==> config.mk <==
export PLATFORM = sky130hd
export DESIGN_NAME = fifo_rd_stream
export DESIGN_NICKNAME = d
export VERILOG_FILES = /design/src/rtl/fifo_pkg.sv /design/src/rtl/fifo_gray2bin.sv /design/src/rtl/fifo_rd_stream.sv
export SDC_FILE = /design/constraint.sdc
export NUM_CORES = 1
export LEC_CHECK = 0
export BUFFER_PORTS_ARGS = -buffer_cell sky130_fd_sc_hd__buf_2
export CAP_MARGIN = 20
export CORE_ASPECT_RATIO = 0.7
export CORE_MARGIN = 10
export CORE_UTILIZATION = 35
export DETAILED_ROUTE_END_ITERATION = 12
export PLACE_DENSITY = 0.77
export SLEW_MARGIN = 20
export SYNTH_ARGS = -nofsm -noshare
export SYNTH_HDL_FRONTEND = slang
export SYNTH_SLANG_ARGS = --single-unit
==> constraint.sdc <==
create_clock -name rclk -period 2.05 [get_ports rclk]
set_input_delay 0.205 -clock rclk [delete_from_list [all_inputs] [get_ports rclk]]
set_output_delay 0.205 -clock rclk [all_outputs]
set_load 0.005 [all_outputs]
==> src/rtl/fifo_pkg.sv <==
// Shared FIFO definitions: default geometry and Gray/binary pointer helpers.
// Used by the read-side stream controller and the write-side pointer block.
package fifo_pkg;

    localparam int unsigned FIFO_DATASIZE = 8;
    localparam int unsigned FIFO_ADDRSIZE = 4;

    // Pointers are carried zero-extended to this width; w selects the live bits
    localparam int unsigned PTR_MAX_W = 32;

    typedef logic [PTR_MAX_W-1:0] ptr_t;

    // Binary to Gray for a w-bit pointer
    function automatic ptr_t bin2gray(input ptr_t b, input int unsigned w);
        ptr_t m;
        ptr_t bm;
        m  = (w >= PTR_MAX_W) ? '1 : ((ptr_t'(1) << w) - ptr_t'(1));
        bm = b & m;
        return bm ^ (bm >> 1);
    endfunction

    // Gray to binary for a w-bit pointer: XOR prefix from the MSB down
    function automatic ptr_t gray2bin(input ptr_t g, input int unsigned w);
        ptr_t b;
        logic acc;
        b   = '0;
        acc = 1'b0;
        for (int i = PTR_MAX_W - 1; i >= 0; i--) begin
            if (i < int'(w)) begin
                acc  = acc ^ g[i];
                b[i] = acc;
            end
        end
        return b;
    endfunction

endpackage

==> src/rtl/fifo_gray2bin.sv <==
// W-bit Gray-to-binary converter (combinational XOR prefix).
module fifo_gray2bin
    import fifo_pkg::*;
#(
    parameter int unsigned W = FIFO_ADDRSIZE + 1
) (
    input  logic [W-1:0] gray,
    output logic [W-1:0] bin_c
);

    // Convert through the shared helper at the configured width
    always_comb begin
        bin_c = W'(gray2bin(PTR_MAX_W'(gray), W));
    end

endmodule

==> src/rtl/fifo_rd_stream.sv <==
// Read-side FIFO controller: owns the read pointer and empty flag, drives the
// asynchronous memory read address and presents popped words on a
// valid/ready stream master port.
// Optional feature: define FIFO_RD_LEVEL_EN to produce a registered fill level
// on rlevel; otherwise rlevel is tied to zero.
module fifo_rd_stream
    import fifo_pkg::*;
#(
    parameter int unsigned DATASIZE = FIFO_DATASIZE,
    parameter int unsigned ADDRSIZE = FIFO_ADDRSIZE
) (
    input  logic                rclk,
    input  logic                rrst,
    input  logic [ADDRSIZE:0]   rq2_wptr,
    input  logic [DATASIZE-1:0] rdata,
    output logic [ADDRSIZE-1:0] raddr,
    output logic [ADDRSIZE:0]   rptr,
    output logic                rempty,
    output logic [DATASIZE-1:0] m_tdata,
    output logic                m_tvalid,
    input  logic                m_tready,
    output logic [ADDRSIZE:0]   rlevel
);

    localparam int unsigned PW = ADDRSIZE + 1;

    logic [PW-1:0] rbin;
    logic [PW-1:0] rbinnext;
    logic [PW-1:0] rgraynext;
    logic          pop;

    // Pop whenever memory holds a word and the output register is free or draining
    always_comb begin
        pop       = !rempty && (!m_tvalid || m_tready);
        rbinnext  = rbin + PW'(pop);
        rgraynext = PW'(bin2gray(PTR_MAX_W'(rbinnext), PW));
    end

    assign raddr = rbin[ADDRSIZE-1:0];

    // Pointer, empty flag and output register
    always_ff @(posedge rclk) begin
        if (rrst) begin
            rbin     <= '0;
            rptr     <= '0;
            rempty   <= 1'b1;
            m_tdata  <= '0;
            m_tvalid <= 1'b0;
        end else begin
            rbin     <= rbinnext;
            rptr     <= rgraynext;
            rempty   <= (rgraynext == rq2_wptr);
            m_tvalid <= pop || (m_tvalid && !m_tready);
            if (pop) begin
                m_tdata <= rdata;
            end
        end
    end

`ifdef FIFO_RD_LEVEL_EN
    logic [PW-1:0] wbin;

    fifo_gray2bin #(
        .W(PW)
    ) u_wptr_g2b (
        .gray  (rq2_wptr),
        .bin_c (wbin)
    );

    // Words left in memory after this edge's pop, modulo pointer range
    always_ff @(posedge rclk) begin
        if (rrst) begin
            rlevel <= '0;
        end else begin
            rlevel <= wbin - rbinnext;
        end
    end
`else
    assign rlevel = '0;
`endif

endmodule

==> results of run 1 <==
==> state kept, by name, indices dropped and copies added, names as in the netlist <==
signal	count
m_tdata	8
m_tvalid	1
rbin	4
rempty	1
rptr	5
==> final cells by class <==
type | instances | share of cell area [%]
clock buffer | 3 | 2.05
clock inverter | 1 | 0.457
inverter | 1 | 0.342
multi-input combinational | 54 | 39.7
sequential | 19 | 34.8
tap | 32 | 3.65
timing repair buffer | 39 | 18.9
==> worst reg2reg max path, cell delays in order, from the launching register on <==
cell and delay (ns):
dfxtp_2 0.34, nand2b_1 0.08, nor2b_4 0.17, ha_4 0.15
ha_4 0.12, xnor3_2 0.42, xnor2_1 0.13, or2_1 0.23
o41ai_2 0.27
==> layer usage <==
layer	global-route usage [%]	routed length (µm)	up-vias
li1	-	-	322
met1	9.06	749	294
met2	14.5	963	23
met3	6.05	238	0
met4	1.53	0	0
met5	0	0	-
==> synthesized netlist by cell type <==
cell / number / area, µm²
dfxtp_1: 19 / 380
nor2_1: 15 / 56.3
mux2i_1: 8 / 80.1
xnor2_1: 8 / 70.1
buf_4: 5 / 37.5
xor2_1: 4 / 35.0
nor2b_1: 3 / 18.8
clkbuf_1: 2 / 7.51
ha_1: 2 / 25.0
nand3_1: 2 / 10.0
a21boi_0: 1 / 7.51
a21oi_1: 1 / 5.00
buf_2: 1 / 5.00
conb_1: 1 / 3.75
inv_1: 1 / 3.75
nand2b_1: 1 / 6.26
o41ai_2: 1 / 16.3
or2_1: 1 / 6.26
xnor3_2: 1 / 23.8
xor3_1: 1 / 23.8
==> cells by family after synthesis <==
family | Yosys count | share of synthesized area (%)
buffers and inverters | 9 | 6.54
adder cells (fa/ha/maj) | 2 | 3.04
AND/OR/NAND/NOR | 22 | 11.9
multiplexers | 8 | 9.74
XOR/XNOR | 14 | 18.6
flip-flops | 19 | 46.3
other | 1 | 0.456
AO/OA/AOI/OAI | 3 | 3.50
==> through the flow <==
stage                     instance area, µm²  util (%)  worst slack [ns]
after floorplan                          865         -           -0.0361
after global placement                  1060      48.4            0.0227
after detailed placement                1060      48.4           -0.0557
after CTS                               1090      50.0            0.0145
after global routing                    1100      50.1           -0.0555
final                                   1100      50.1            0.0434
==> power groups by stage <==
stage | Combinational (mW) | Clock (mW) | Sequential, mW
6_report | 0.161 | 0.186 | 0.411
5_1_grt | 0.179 | 0.217 | 0.415
3_3_place_gp | 0.155 | 0 | 0.417
3_5_place_dp | 0.160 | 0 | 0.419
4_1_cts | 0.164 | 0.193 | 0.411
2_1_floorplan | 0.103 | 0 | 0.421
==> final timing paths <==
| path | startpoint | to | slack (ns) | cells after the start |
|---|---|---|---|---|
| min | rdata[4] | m_tdata[4] | 0.14 | 3 |
| max reg2reg | m_tvalid | rempty | 0.04 | 8 |
| min reg2reg | m_tdata[5] | m_tdata[5] | 0.50 | 2 |
| max | m_tvalid | rempty | 0.04 | 8 |
==> out/summary.txt, run 1 <==
Post-CTS Setup Bufs = 0
Gpl congestion = 0.762
RSZ-0062 raised after global routing = yes
Layout cells sized above 1 = 41.9%
CTS hold repair buffers = 0
Worst vdd ir = 462 µV
Comb pwr share = 21.3%
Cell breakdown of the critical path = nand2b_1, nor2b_4, ha_4, ha_4, xnor3_2, xnor2_1, or2_1, o41ai_2
Synth Register Bits = 19
Setup TNS = 0 ns
Clk slew on worst S/H paths = 0.11 ns
Final hold violations = 0
Fin. max-slew vios = 0
Sw Pwr = 202 µW
Leakage = 0.560 nW
Outcome = finished, final reports clean
Crit-path max FO = 2
Synth Warn # = 0
Net switching fraction of the power = 26.7%
IO buf count = 34
Mapped Cells = 78
Syn avg cell area = 10.5 µm²
Area of the multi-input gates = 435 µm²
Layout overhead on the synthesized area = 33.3%
1st-pass router iterations = 4
CP top delay family = XOR/XNOR gates
Final ANT Viol Nets = 0
First-pass GRT wire length = 3260 µm
Fillers = 215
Final setup viols = 0
Vias/cell = 4.29
Most frequent cells in the layout = 34 x buf_2, 18 x dfxtp_1, 15 x nor2_1
Clk_skew = 0.00610 ns
CTS Buffer Depth = 2
Worst skew pair latency = 0.30 ns
Setup crit end kind = flop
Minimum clock period = 2.01 ns
Cell row count = 14
DRC viols = 0
# clock sinks = 19
Syn Std Cell Area = 822 µm²
Total power draw = 758 µW
Final worst-path cycle share = 97.9%
Class of the worst hold path = in -> reg
H-tree Lvls = 1
Kind of critical path = reg -> reg
Max Freq = 498 MHz
DRT iter0 DRCs = 20
Bufs and invs on worst path = 0
Num CTS Buffers = 3
CTS tree = yes
Starting density of the core = 37.5%
Startpoint types = flop
WL per Instance = 13.1 µm
Sequential element share of the synthesized area = 46.3%
Grt total ovfl = 0
Power Density = 692 nW/µm²
Post_cts resized = 2
WP data required = 2.25 ns
Ant diodes = 0
Clk pwr share = 24.5%
Placed cells = 145
Root Driver = clkbuf_4
Hold_ws = 0.136 ns
Number of global-route vias before repair = 679
Internal power = 556 µW
Die area = 4720 µm²
WP data arrival = 2.21 ns
Commonest non-fill, non-tap cell in the layout = buf_2
Critical-path top delay cell = xnor3_2
Reg power frac = 54.2%
Ports = 40
Crit-path max cell delay = 0.42 ns
Largest net degree at the start of global routing = 20
# Max-Cap Violations = 0
Vias = 639
Crit path top cell by count = ha_4
Post-Route WL = 1950 µm
Gr usage total = 8.66%
Flip-flop and latch area = 382 µm²
Layout Cells excl Fill = 149
Die boundary width = 77.9 µm
Die Y = 60.5 µm
DP Wirelength = 1640 µm
Nets = 136
Distinct cells, synth = 20
Antenna violations before repair = 0
Core area = 2190 µm²
(Power assumes the default switching activity.)
==> inputs of run 2 (changes only) <==
==> constraint.sdc (replaced) <==
create_clock -name rclk -period 2.05 [get_ports rclk]
set_input_delay 0.41 -clock rclk [delete_from_list [all_inputs] [get_ports rclk]]
set_output_delay 0.41 -clock rclk [all_outputs]
set_load 0.005 [all_outputs]
==> run 2 against run 1 <==
  * Largest power group unchanged
  * Maximum frequency is 1.2% lower
  * Global-route usage is 0.28 points higher
  * Critical endpoint unchanged
  * Critical path type unchanged
  * Register-to-register slack worse by 0.03 ns
  * Final cell count is 2.7% higher
  * Design area is 2.6% higher
==> out/summary.txt, run 2 (synthesis gave the netlist of run 1 again) <==
Final worst-path cycle share = 99.1%
CTS tree = yes
Gpl congestion = 0.754
Clk slew on worst S/H paths = 0.10 ns
Post-Route WL = 2090 µm
CTS Buffer Depth = 2
H-tree Lvls = 1
Root Driver = clkbuf_4
# clock sinks = 19
# Max-Cap Violations = 0
Die Y = 60.5 µm
Power Density = 691 nW/µm²
Cell breakdown of the critical path = nand2b_1, nor2b_4, ha_4, ha_4, xnor3_2, xnor2_1, or2_1, o41ai_2
Finished layout cell area = 1120 µm²
Final WS setup = 0.0181 ns
Ant diodes = 0
Die boundary width = 77.9 µm
Max Freq = 492 MHz
Layout cells sized above 1 = 43.0%
Area of the multi-input gates = 435 µm²
Biggest register = m_tdata
IO buf count = 34
Met3 usage = 6.19%
Nets = 140
DP Wirelength = 1710 µm
Most frequent cells in the layout = 34 x buf_2, 18 x dfxtp_1, 15 x nor2_1
Worst vdd ir = 420 µV
Largest register FFs = 8
Pre-CTS setup slack = -0.279 ns
Clk_skew = 0.000829 ns
Placed Instance Area = 1080 µm²
CTS hold repair buffers = 0
Fillers = 218
Final setup viols = 0
Setup crit end kind = flop
Largest registers = m_tdata x8, rptr x5, rbin x4
Final hold violations = 0
Vias/cell = 4.26
Commonest non-fill, non-tap cell in the layout = buf_2
Ports = 40
M2 GR Usage = 15.4%
Flip-flop and latch area = 382 µm²
Kind of critical path = reg -> reg
Number of global-route vias before repair = 722
DRT iter0 DRCs = 22
Hold_ws = 0.346 ns
Minimum clock period = 2.03 ns
Starting density of the core = 37.5%
Grt total ovfl = 0
WP data arrival = 2.24 ns
Placed cells = 148
Class of the worst hold path = in -> reg
Antenna violations before repair = 0
Die area = 4720 µm²
Grt met1 use = 8.81%
Cell row count = 14
Layout overhead on the synthesized area = 36.8%
Layout Cells excl Fill = 153
DRC viols = 0
Worst skew pair latency = 0.29 ns
First-pass GRT wire length = 3310 µm
Crit path top cell by count = ha_4
Fin. max-slew vios = 0
WL per Instance = 13.7 µm
Crit-path max FO = 2
Final ANT Viol Nets = 0
Critical-path top delay cell = xnor3_2
Startpoint types = flop
1st-pass router iterations = 4
Core area = 2190 µm²
WP data required = 2.26 ns
Setup TNS = 0 ns
Gr usage total = 8.94%
Num CTS Buffers = 3
Crit-path max cell delay = 0.42 ns
Leakage = 0.575 nW
GR peak layer = met2
Largest net degree at the start of global routing = 20
RSZ-0062 raised after global routing = yes
Vias = 652
Outcome = finished, final reports clean
run 2: cell types whose count changed in the layout (fill, tap and decap cells not counted), sizes merged:
cell	change
clkinv	-1
clkbuf	+1
buf	+4
run 2: metrics by stage:
step,power (mW),util [%]
floorplan,0.524,-
global placement,0.587,49.4
detailed placement,0.596,49.4
CTS,0.783,50.7
global route,0.829,51.4
finish,0.777,51.4
run 2: critical path: cells and delay by family (launching register included):
| kind | cells | cell delay (ns) |
|---|---|---|
| AOI/OAI and AO/OA | 1 | 0.26 |
| xor gates and xnor gates | 2 | 0.56 |
| adders and majority gates | 2 | 0.28 |
| DFF | 1 | 0.33 |
| and+or+nand+nor | 3 | 0.52 |
run 2: path summary, 6_finish.rpt:
path | cells past startpoint | start | slack [ns] | to
max | 8 | m_tvalid | 0.02 | rempty
min reg2reg | 2 | m_tdata[6] | 0.50 | m_tdata[6]
max reg2reg | 8 | m_tvalid | 0.02 | rempty
min | 3 | rdata[6] | 0.35 | m_tdata[6]
run 2: cell type report:
| cell class | instances | share of cell area [%] |
|---|---|---|
| multi-input combinational | 54 | 38.7 |
| sequential | 19 | 33.9 |
| timing repair buffer | 43 | 21.1 |
| tap | 32 | 3.56 |
| clock buffer | 4 | 2.34 |
| inverter | 1 | 0.334 |
run 2: report_power, final:
| group | leakage [nW] | switching [mW] | internal, mW |
|---|---|---|---|
| clock network | 0.0150 | 0.110 | 0.0757 |
| logic | 0.404 | 0.0789 | 0.100 |
| registers | 0.156 | 0.0166 | 0.395 |
| total | 0.575 | 0.206 | 0.571 |
run 2: routing by layer:
| metal | vias to the layer above | routed length (µm) |
|---|---|---|
| met2 | 23 | 1050 |
| met3 | 2 | 217 |
| met4 | 0 | 15 |
| met5 | - | 0 |
| li1 | 327 | - |
| met1 | 300 | 808 |
run 2: what timing repair did:
action | in CTS | in global routing
pin swaps | 0 | 1
buffers inserted | 0 | 1
setup endpoints to repair | 1 | 1
gates resized for setup | 1 | 2
